**src/rtl/video_timing_pattern_gen.sv**
```systemverilog
// Raster timing generator with pixel-source request coordinates, latency-matched
// sync/DE/RGB outputs, built-in test patterns, line/frame strobes and a frame counter.
module video_timing_pattern_gen #(
    parameter int unsigned H_ACTIVE = 1280,
    parameter int unsigned H_FP     = 110,
    parameter int unsigned H_SYNC   = 40,
    parameter int unsigned H_BP     = 220,
    parameter int unsigned V_ACTIVE = 720,
    parameter int unsigned V_FP     = 5,
    parameter int unsigned V_SYNC   = 5,
    parameter int unsigned V_BP     = 20,
    parameter logic        HS_POL   = 1'b0,
    parameter logic        VS_POL   = 1'b0,
    parameter int unsigned CNT_W    = 12,
    parameter int unsigned SRC_LAT  = 2
) (
    input  logic             i_pixclk,
    input  logic             i_reset_n,
    input  logic             i_enable,
    input  logic [1:0]       i_mode,
    input  logic [23:0]      i_fill_rgb,
    input  logic [23:0]      i_pix_rgb,
    input  logic             i_pix_dav,
    output logic [CNT_W-1:0] o_cnt_x,
    output logic [CNT_W-1:0] o_cnt_y,
    output logic             o_hsync,
    output logic             o_vsync,
    output logic             o_de,
    output logic [23:0]      o_rgb,
    output logic             o_frame_start,
    output logic             o_line_start,
    output logic [15:0]      o_frame_cnt
);

    localparam int unsigned HT       = H_ACTIVE + H_FP + H_SYNC + H_BP;
    localparam int unsigned VT       = V_ACTIVE + V_FP + V_SYNC + V_BP;
    localparam int unsigned HS_START = H_ACTIVE + H_FP;
    localparam int unsigned HS_END   = HS_START + H_SYNC;
    localparam int unsigned VS_START = V_ACTIVE + V_FP;
    localparam int unsigned VS_END   = VS_START + V_SYNC;
    localparam int unsigned BAR_W    = H_ACTIVE / 8;

    // Per-pixel timing record carried through the source-latency delay line
    typedef struct packed {
        logic             de;
        logic             hs;
        logic             vs;
        logic             fs;
        logic             ls;
        logic [1:0]       mode;
        logic             y5;
        logic [CNT_W-1:0] x;
    } tap_t;

    logic [CNT_W-1:0] x_q, x_d, y_q, y_d;
    logic [1:0]       mode_q, mode_d, mode_eff;
    logic [15:0]      fcnt_q, fcnt_d;
    logic             at_origin, end_x, end_y;
    tap_t             raw, dly_out;

    logic             hs_q, vs_q, de_q, fs_q, ls_q;
    logic [23:0]      rgb_q, rgb_d;

    // Counter advance, frame counting and frame-boundary mode capture
    always_comb begin
        x_d       = x_q;
        y_d       = y_q;
        fcnt_d    = fcnt_q;
        at_origin = (x_q == '0) && (y_q == '0);
        end_x     = (x_q == CNT_W'(HT - 1));
        end_y     = (y_q == CNT_W'(VT - 1));
        mode_eff  = at_origin ? i_mode : mode_q;
        mode_d    = mode_eff;
        if (!i_enable) begin
            x_d = '0;
            y_d = '0;
        end else if (end_x) begin
            x_d = '0;
            if (end_y) begin
                y_d    = '0;
                fcnt_d = fcnt_q + 16'd1;
            end else begin
                y_d = y_q + CNT_W'(1);
            end
        end else begin
            x_d = x_q + CNT_W'(1);
        end
    end

    // Raw timing decoded from the current counter state; zeros while disabled
    always_comb begin
        raw = '0;
        if (i_enable) begin
            raw.de   = (x_q < CNT_W'(H_ACTIVE)) && (y_q < CNT_W'(V_ACTIVE));
            raw.hs   = (x_q >= CNT_W'(HS_START)) && (x_q < CNT_W'(HS_END));
            raw.vs   = (y_q >= CNT_W'(VS_START)) && (y_q < CNT_W'(VS_END));
            raw.fs   = at_origin;
            raw.ls   = (x_q == '0);
            raw.mode = mode_eff;
            raw.y5   = y_q[5];
            raw.x    = x_q;
        end
    end

    generate
        if (SRC_LAT == 0) begin : g_nodly
            assign dly_out = raw;
        end else begin : g_dly
            tap_t pipe_q [SRC_LAT];
            always_ff @(posedge i_pixclk) begin
                if (!i_reset_n) begin
                    for (int unsigned i = 0; i < SRC_LAT; i++) pipe_q[i] <= '0;
                end else begin
                    pipe_q[0] <= raw;
                    for (int unsigned i = 1; i < SRC_LAT; i++) pipe_q[i] <= pipe_q[i-1];
                end
            end
            assign dly_out = pipe_q[SRC_LAT-1];
        end
    endgenerate

    function automatic logic [23:0] bar_rgb(input logic [CNT_W-1:0] x);
        logic [2:0] idx;
        idx = 3'd0;
        for (int unsigned k = 1; k < 8; k++) begin
            if (x >= CNT_W'(k * BAR_W)) idx = 3'(k);
        end
        case (idx)
            3'd0:    bar_rgb = 24'hFFFFFF;
            3'd1:    bar_rgb = 24'h00FFFF;
            3'd2:    bar_rgb = 24'hFFFF00;
            3'd3:    bar_rgb = 24'h00FF00;
            3'd4:    bar_rgb = 24'hFF00FF;
            3'd5:    bar_rgb = 24'h0000FF;
            3'd6:    bar_rgb = 24'hFF0000;
            default: bar_rgb = 24'h000000;
        endcase
    endfunction

    // Pixel select for the delayed pixel; external data arrives aligned with it
    always_comb begin
        rgb_d = '0;
        if (dly_out.de) begin
            case (dly_out.mode)
                2'd0:    rgb_d = i_pix_dav ? i_pix_rgb : 24'h000000;
                2'd1:    rgb_d = bar_rgb(dly_out.x);
                2'd2:    rgb_d = (dly_out.x[5] ^ dly_out.y5) ? 24'hFFFFFF : 24'h000000;
                default: rgb_d = i_fill_rgb;
            endcase
        end
    end

    always_ff @(posedge i_pixclk) begin
        if (!i_reset_n) begin
            x_q    <= '0;
            y_q    <= '0;
            mode_q <= 2'd0;
            fcnt_q <= 16'd0;
            hs_q   <= ~HS_POL;
            vs_q   <= ~VS_POL;
            de_q   <= 1'b0;
            fs_q   <= 1'b0;
            ls_q   <= 1'b0;
            rgb_q  <= 24'h000000;
        end else begin
            x_q    <= x_d;
            y_q    <= y_d;
            mode_q <= mode_d;
            fcnt_q <= fcnt_d;
            hs_q   <= dly_out.hs ? HS_POL : ~HS_POL;
            vs_q   <= dly_out.vs ? VS_POL : ~VS_POL;
            de_q   <= dly_out.de;
            fs_q   <= dly_out.fs;
            ls_q   <= dly_out.ls;
            rgb_q  <= rgb_d;
        end
    end

    assign o_cnt_x       = x_q;
    assign o_cnt_y       = y_q;
    assign o_hsync       = hs_q;
    assign o_vsync       = vs_q;
    assign o_de          = de_q;
    assign o_rgb         = rgb_q;
    assign o_frame_start = fs_q;
    assign o_line_start  = ls_q;
    assign o_frame_cnt   = fcnt_q;

endmodule

```
**config.mk**
```make
export PLATFORM = sky130hd
export DESIGN_NAME = video_timing_pattern_gen
export DESIGN_NICKNAME = d
export VERILOG_FILES = /design/src/rtl/video_timing_pattern_gen.sv
export SDC_FILE = /design/constraint.sdc
export NUM_CORES = 1
export LEC_CHECK = 0
export ABC_AREA = 0
export CORE_UTILIZATION = 51
export DETAILED_ROUTE_END_ITERATION = 7
export GPL_ROUTABILITY_DRIVEN = 0
export PLACE_DENSITY = 0.85
export SLEW_MARGIN = 20
export SYNTH_ARGS = -nofsm -noshare
export SYNTH_HDL_FRONTEND = slang
export SYNTH_SLANG_ARGS = --single-unit
```
**constraint.sdc**
```tcl
create_clock -name i_pixclk -period 6 [get_ports i_pixclk]
set_clock_uncertainty 0.1 [all_clocks]
set_input_delay 1.8 -clock i_pixclk [delete_from_list [all_inputs] [get_ports i_pixclk]]
set_output_delay 1.8 -clock i_pixclk [all_outputs]
set_load 0.01 [all_outputs]
```
==> results of run 1 <==
==> per-stage QoR <==
step	hold slack (ns)	util (%)
3_5_place_dp	0.249	67.7
6_report	0.270	70.1
2_1_floorplan	0.243	-
4_1_cts	0.271	70.1
3_3_place_gp	0.248	67.7
5_1_grt	0.274	70.1
==> worst max-delay path: stages <==
cell and delay [ns]:
clkdlybuf4s50_1 0.45, buf_4 0.32, and2_1 0.73, o21ai_0 0.26, a21oi_1 0.19
==> synth_stat cells, types with 4 or more instances <==
cell type,number,area [sq um]
dfxtp_1,101,2020
nor2_1,48,180
and2_1,44,275
a21oi_1,29,145
nand2_1,27,101
xor2_1,22,193
o21ai_0,21,105
nand3_1,16,80.1
clkbuf_1,15,56.3
inv_1,11,41.3
nor3_1,11,55.1
and3_1,10,62.6
xnor2_1,10,87.6
ha_1,8,100
nand4_1,8,50.1
o221a_2,8,90.1
and4_1,5,43.8
nor2b_1,5,31.3
buf_1,4,15.0
nand4b_1,4,35.0
nor3_2,4,40.0
nor4_2,4,50.1
nor4_4,4,85.1
==> layout make-up <==
class | count | area [sq um] | area share, %
flip-flops and latches | 101 | 2020 | 35.1
clock inverters | 3 | 45.0 | 0.782
multi-input cells | 326 | 2130 | 37.0
inverters | 11 | 41.3 | 0.717
clock buffers | 12 | 155 | 2.69
repair buffers | 124 | 1240 | 21.5
well taps | 105 | 131 | 2.28
==> kinds of logic after synthesis <==
group,count (synthesis),share of synthesized area [%]
and+or+nand+nor,215,29.9
DFF,101,46.7
AOI/OAI and AO/OA,67,9.45
buffers and inverters,36,4.22
xor gates and xnor gates,32,6.47
adders and majority gates,9,2.54
muxes,3,0.693
==> per-layer routing <==
layer	share of wire (%)	wire length (microns)	track usage, %
met5	0	0	0
met4	1.2	128	6.79
met3	6.7	691	5.66
met2	48	4960	41.2
met1	44	4530	27.8
==> sequential cells by signal, indices dropped and copies added (netlist names) <==
| register | count |
|---|---|
| o_de | 1 |
| o_cnt_y | 12 |
| o_rgb | 24 |
| o_frame_cnt | 16 |
| o_vsync | 1 |
| o_cnt_x | 12 |
| o_hsync | 1 |
| o_frame_start | 1 |
| mode_q | 2 |
| g_dly.pipe_q | 30 |
| o_line_start | 1 |
==> worst max-delay path by stage <==
stage,endpoint,startpoint,slack [ns],depth (start not counted)
final,o_rgb[16],i_reset_n,2.42,5
after global routing,o_rgb[16],i_reset_n,2.27,5
after CTS,o_rgb[16],i_reset_n,2.47,5
after detailed placement,o_frame_cnt[15],i_enable,2.08,6
after global placement,o_rgb[16],i_reset_n,2.09,5
after floorplan,o_frame_cnt[14],i_enable,2.77,6
==> power breakdown <==
part	internal (mW)	leakage, nW	switching [mW]
clock	0.214	0.0947	0.221
combinational	0.0464	1.31	0.0304
sequential	0.677	0.816	0.00285
==> flow_metrics.tcl, run 1 <==
set metrics [dict create \
    postCtsSetupBuffers 0 \
    holdBufCountCts 0 \
    die_h_microns 94.1 \
    cp_max_fo 47 \
    grt_overflow 0 \
    drtPass1Iterations 4 \
    antenna_found_initial 0 \
    yosysWarnings 0 \
    post_synth_num_cell_types 48 \
    nets 635 \
    ant_nets 0 \
    timing_hold_violations_final 0 \
    path_clk_slew_ns 0.09 \
    critical_path_arrival_ns 3.77 \
    end_kind "register" \
    place_ws_ns 2.08 \
    final_common_cell "clkdlybuf4s50_1" \
    grt_util_all_layers_pct 23.3 \
    diodes 0 \
    tightest_slew_ns 0.845 \
    leakage_nw 2.22 \
    clock_latency_ns 0.36 \
    setup_tns_ns 0 \
    rsz0062_at_grt "false" \
    hp-start "g_dly.pipe_q[0][37]" \
    critPathRequiredTime_ns 6.19 \
    layout-drive-gt1-share_pct 7.63 \
    hp-class "reg -> reg" \
    fillers 636 \
    power_mw 1.19 \
    grt_pass1_wl_microns 16200 \
    power.density_mw_per_mm2 207 \
    cts_resized 0 \
    layout_common_cells "clkdlybuf4s50_1, dfxtp_1, nor2_1" \
    syn_inst 463 \
    syn-cell-area_sq_mm 0.00433 \
    drtIter0Drc 131 \
    period_needed_ns 3.58 \
    ys.flop_type "dfxtp_1" \
    rr_startpoint "o_cnt_y[8]" \
    synth.yosys.seq_area_share_pct 46.7 \
    via_count 3616 \
    hold_end "o_vsync" \
    slew_viol_final 0 \
    r2r_cells 5 \
    finalSetupViolations 0 \
    cts_tree "built" \
    vias_per_cell 5.30 \
    whs_path_depth 1 \
    drcViolationCount 0 \
    port_buffers 122 \
    root_buffer "clkbuf_8" \
    io_pins 123 \
    wl_per_cell_microns 15.1 \
    avgSynthCellArea_sq_um 9.35 \
    synth_edf_count 0 \
    rows 33 \
    syn_nets 525 \
    synthArstFlopShare_pct 0 \
    clock_sinks 101 \
    syn_to_final_growth_pct 33.1 \
    status "completed" \
    routed_wl_microns 10300 \
    cts_buffer_depth 2 \
    die_w_microns 94.1 \
    fin_area_sq_mm 0.00576 \
    grt_pass1_vias 3407 \
    core_area_sq_mm 0.00822 \
    ctsHtreeMaxLevel 3 \
    r2r-end "o_frame_cnt[0]" \
    placed_area_sq_mm 0.00556 \
    max-vdd-ir-drop_v 0.000132 \
    fin_cells 682 \
    synth-seq-cells 101 \
    placedCellCount 667 \
    numCtsBuffers 9 \
    initial_core_util_pct 52.7 \
    r2r_slack_ns 3.66 \
    finalCritPeriodShare_pct 59.7 \
    clock.fmax_ghz 0.279 \
    die-area_sq_mm 0.00886 \
    relSlewSlack_pct 43.2 \
    timing.max_cap.violations 0 \
    path_class "in -> reg" \
    worstSetupStartpointType "primary input" \
    fin_ws_ns 2.42 \
    grt_max_degree 48 \
    dp_hpwl_microns 7440 \
]
(Power assumes the default switching activity.)
==> run 2, diff against run 1 <==
Settings changed: CORE_UTILIZATION 51 to 47, PLACE_DENSITY 0.85 to 0.79.
Clock period 6 ns to 3.3 ns, I/O delays scaled along.
==> run 2 against run 1 <==
- core utilization is 4.5 points lower
- the run now ends with design-rule violations left
- total power increased by 82%
- critical endpoint is now o_cnt_x[7]
- first-iteration DRC count shrank 5.3%
- sequential power is 82% higher
- hold slack better by 0.0074 ns
- critical path type is now reg -> out
- flip-flop and latch count is the same
- non-clock buffer count is 2 higher
- highest routed layer unchanged
- global-route usage is 1.5 points lower
==> flow_metrics.tcl, run 2 (same netlist as run 1, synthesis figures left out) <==
set metrics [dict create \
    grt_util_all_layers_pct 21.8 \
    clock_sinks 101 \
    path_clk_slew_ns 0.09 \
    max-vdd-ir-drop_v 0.000236 \
    slowest_stage "clkdlybuf4s50_1" \
    timing.max_cap.violations 0 \
    drtIter0Drc 124 \
    ctsHtreeMaxLevel 3 \
    grt_pass1_wl_microns 16800 \
    tightest_slew_ns 0.886 \
    port_buffers 122 \
    postCtsSetupBuffers 0 \
    power_mw 2.17 \
    drtPass1Iterations 6 \
    leakage_nw 2.23 \
    root_buffer "clkbuf_8" \
    holdBufCountCts 0 \
    status "complete, but fails checks" \
    crit_path_max_incr_delay_ns 0.61 \
    regArea_sq_mm 0.00202 \
    placed_area_sq_mm 0.00558 \
    cts_resized 0 \
    core_area_sq_mm 0.00881 \
    fin_area_sq_mm 0.00578 \
    via_count 3673 \
    power.density_mw_per_mm2 375 \
    post-route-util_pct 65.6 \
    final_common_cell "clkdlybuf4s50_1" \
    timing_hold_violations_final 0 \
    critPathRequiredTime_ns 2.21 \
    fillers 711 \
    violations "design-rule violations" \
    die_w_microns 98.0 \
    syn_to_final_growth_pct 33.5 \
    cts_buffer_depth 2 \
    antenna_found_initial 0 \
    period_needed_ns 2.62 \
    nets 637 \
    fin_ws_ns 0.683 \
    clock.fmax_ghz 0.382 \
    layout-drive-gt1-share_pct 8.10 \
    setup_tns_ns 0 \
    grt_pass1_vias 3553 \
    initial_core_util_pct 49.2 \
    critical_path_arrival_ns 1.53 \
    place_ws_ns 0.399 \
    finalSetupViolations 0 \
    numCtsBuffers 9 \
    regMostFlops "g_dly.pipe_q" \
    wl_per_cell_microns 15.0 \
    drcViolationCount 18 \
    dp_hpwl_microns 7530 \
    finalCritPeriodShare_pct 79.3 \
    worstSetupStartpointType "register" \
    grt_overflow 0 \
    vias_per_cell 5.34 \
    path_cells "clkdlybuf4s50_1" \
    relSlewSlack_pct 40.5 \
    crit_family "buffers and inverters" \
    rsz0062_at_grt "false" \
    slew_viol_final 0 \
    rows 34 \
    routed_wl_microns 10300 \
    largest_reg_flops 30 \
    ant_nets 0 \
    die-area_sq_mm 0.00960 \
    layout_common_cells "clkdlybuf4s50_1, dfxtp_1, nor2_1" \
    path_class "reg -> out" \
    end_kind "output pin" \
    hp-class "reg -> reg" \
    io_pins 123 \
    cp_max_fo 10 \
    cts_tree "built" \
    multi_input_area_sq_mm 0.00213 \
    diodes 0 \
    grt_max_degree 43 \
    clock_latency_ns 0.36 \
    die_h_microns 98.0 \
    path_buf_inv 1 \
]
-- run 2: cell count changes in the layout (fill, tap and decap cells not counted), sizes merged --
cell	change
clkbuf	-1
clkinv	+1
inv	+1
buf	+2
-- run 2: area by class of cell --
cell class | instances | area share [%]
Multi-Input combinational cell | 326 | 36.9
Clock inverter | 5 | 1.02
Clock buffer | 11 | 2.45
Sequential cell | 101 | 35.0
Timing Repair Buffer | 126 | 21.6
Tap cell | 108 | 2.34
Inverter | 11 | 0.714
-- run 2: per-layer routing --
layer,GRT usage (%),vias up,part of all wire (%)
li1,-,1816,-
met5,0,-,0
met3,3.36,10,7.0
met4,7.69,0,1.2
met2,37.9,129,47
met1,27.4,1718,44
-- run 2: where the power goes --
part,total [mW],switching [mW],internal [mW]
Clock,0.791,0.418,0.373
Sequential,1.24,0.00576,1.23
Combinational,0.140,0.0547,0.0854
Total,2.17,0.478,1.69
-- run 2: path summary, 6_finish.rpt --
| kind | from | end | slack, ns | depth (start not counted) |
|---|---|---|---|---|
| worst max-delay path | o_cnt_x[7] | o_cnt_x[7] | 0.68 | 1 |
| worst min-delay path | g_dly.pipe_q[0][38] | o_hsync | 0.28 | 1 |
| worst max register to register | o_cnt_y[8] | o_frame_cnt[0] | 0.93 | 5 |
| worst min register to register | g_dly.pipe_q[0][38] | o_hsync | 0.28 | 1 |
-- run 2: stage by stage --
stage / hold slack [ns] / instances
6_report: 0.278 / 688
3_3_place_gp: 0.249 / 672
3_5_place_dp: 0.257 / 672
2_1_floorplan: 0.243 / 463
5_1_grt: 0.311 / 688
4_1_cts: 0.278 / 688
==> run 3, diff against run 2 <==
Settings changed: CORE_UTILIZATION 47 to 43, PLACE_DENSITY 0.79 to 0.76.
Clock period 3.3 ns to 2.3 ns, I/O delays scaled along.
==> run 3 against run 2 <==
- the flow now finishes without violations
- sequential share of layout area is 1.2 points lower
- first-iteration DRC count is 14% lower
- count of clock-buffer cells in the layout is 2 lower
- non-clock buffer count is 18 higher
- via count is 2.3% higher
- register-to-register slack worse by 0.84 ns
- critical path depth stayed put
- cell area is 3.7% higher
- die area is 9.1% higher
- core utilization is 4.3 points lower
- clock power is 44% higher
- largest cell class unchanged
==> flow_metrics.tcl, run 3 (same netlist as run 1, synthesis figures left out) <==
set metrics [dict create \
    path_buf_inv 1 \
    fillers 846 \
    layout_common_cells "clkdlybuf4s50_1, dfxtp_1, nor2_1" \
    largest_reg_flops 30 \
    io_pins 123 \
    tightest_slew_ns 0.869 \
    via_count 3756 \
    leakage_nw 2.35 \
    layout-drive-gt1-share_pct 11.9 \
    ctsHtreeMaxLevel 3 \
    holdBufCountCts 0 \
    rows 36 \
    rsz0062_at_grt "false" \
    root_buffer "clkbuf_8" \
    slowest_stage "clkdlybuf4s50_1" \
    dp_hpwl_microns 7810 \
    drtIter0Drc 107 \
    die_w_microns 102 \
    placed_area_sq_mm 0.00578 \
    post-route-util_pct 61.3 \
    period_needed_ns 2.25 \
    timing.max_cap.violations 0 \
    path_cells "clkdlybuf4s50_1" \
    port_buffers 122 \
    max-vdd-ir-drop_v 0.000477 \
    fin_ws_ns 0.0547 \
    vias_per_cell 5.14 \
    critPathRequiredTime_ns 1.51 \
    finalCritPeriodShare_pct 97.6 \
    syn_to_final_growth_pct 38.5 \
    worstSetupStartpointType "register" \
    core_area_sq_mm 0.00977 \
    initial_core_util_pct 44.3 \
    routed_wl_microns 10500 \
    hp-class "reg -> reg" \
    place_ws_ns -0.235 \
    power_mw 3.12 \
    finalSetupViolations 0 \
    drtPass1Iterations 4 \
    cts_buffer_depth 2 \
    postCtsSetupBuffers 0 \
    cts_tree "built" \
    wl_met3_microns 803 \
    antenna_found_initial 0 \
    met1_length_microns 4610 \
    cp_max_fo 7 \
    clock.fmax_ghz 0.445 \
    crit_path_max_incr_delay_ns 0.60 \
    status "completed" \
    grt_overflow 0 \
    relSlewSlack_pct 41.6 \
    crit_family "buffers and inverters" \
    fin_area_sq_mm 0.00600 \
    slew_viol_final 0 \
    fin_cells 731 \
    nets 655 \
    highest_layer "met4" \
    clock_sinks 101 \
    grt_pass1_wl_microns 16200 \
    critical_path_arrival_ns 1.46 \
    timing_hold_violations_final 0 \
    grt_util_all_layers_pct 19.7 \
    die-area_sq_mm 0.0105 \
    diodes 0 \
    grt_pass1_vias 3553 \
    end_kind "output pin" \
    drcViolationCount 0 \
    wl_met2_microns 4890 \
    regMostFlops "g_dly.pipe_q" \
    placedCellCount 715 \
    path_class "reg -> out" \
    ant_nets 0 \
    wl_per_cell_microns 14.3 \
    power.density_mw_per_mm2 520 \
    clock_latency_ns 0.36 \
    final_common_cell "clkdlybuf4s50_1" \
    path_clk_slew_ns 0.10 \
    die_h_microns 102 \
    grt_max_degree 29 \
    numCtsBuffers 9 \
]
## run 3: stage by stage
| step | TNS, ns | hold WS [ns] |
|---|---|---|
| floorplan | 0 | 0.243 |
| global placement | -0.823 | 0.247 |
| finish | 0 | 0.271 |
| detailed placement | -1.77 | 0.251 |
| global route | 0 | 0.291 |
| CTS | 0 | 0.275 |
## run 3: timing repair
action / in CTS / in global routing
gates resized for setup: 2 / 3
gates cloned: 0 / 0
endpoints found under the setup margin: 2 / 3
pin swaps: 0 / 0
## run 3: path summary, 6_finish.rpt
kind                                          start              end  slack [ns]  depth (start not counted)
worst max register to register           o_cnt_y[1]  o_frame_cnt[10]        0.09                          7
worst max-delay path                     o_cnt_x[6]       o_cnt_x[6]        0.05                          1
worst min-delay path            g_dly.pipe_q[0][38]          o_hsync        0.27                          1
worst min register to register  g_dly.pipe_q[0][38]          o_hsync        0.27                          1
## run 3: final cells by class
type                            count  area (sq um)  area share (%)
Clock buffer                        9           124            2.07
Clock inverter                      7          81.3            1.36
Inverter                           11          41.3           0.689
Multi-Input combinational cell    326          2130            35.5
Sequential cell                   101          2030            33.8
Tap cell                          133           166            2.78
Timing Repair Buffer              144          1420            23.7
## run 3: power breakdown
| part | switching [mW] | leakage [nW] | internal [mW] | total, mW |
|---|---|---|---|---|
| Clock | 0.620 | 0.100 | 0.516 | 1.14 |
| Combinational | 0.0795 | 1.43 | 0.130 | 0.209 |
| Sequential | 0.00765 | 0.819 | 1.77 | 1.77 |
## run 3: routing by layer
metal	vias up	track usage (%)
met1	1737	23.1
met4	0	6.59
met3	18	5.54
li1	1854	-
met5	-	0
met2	147	34.6
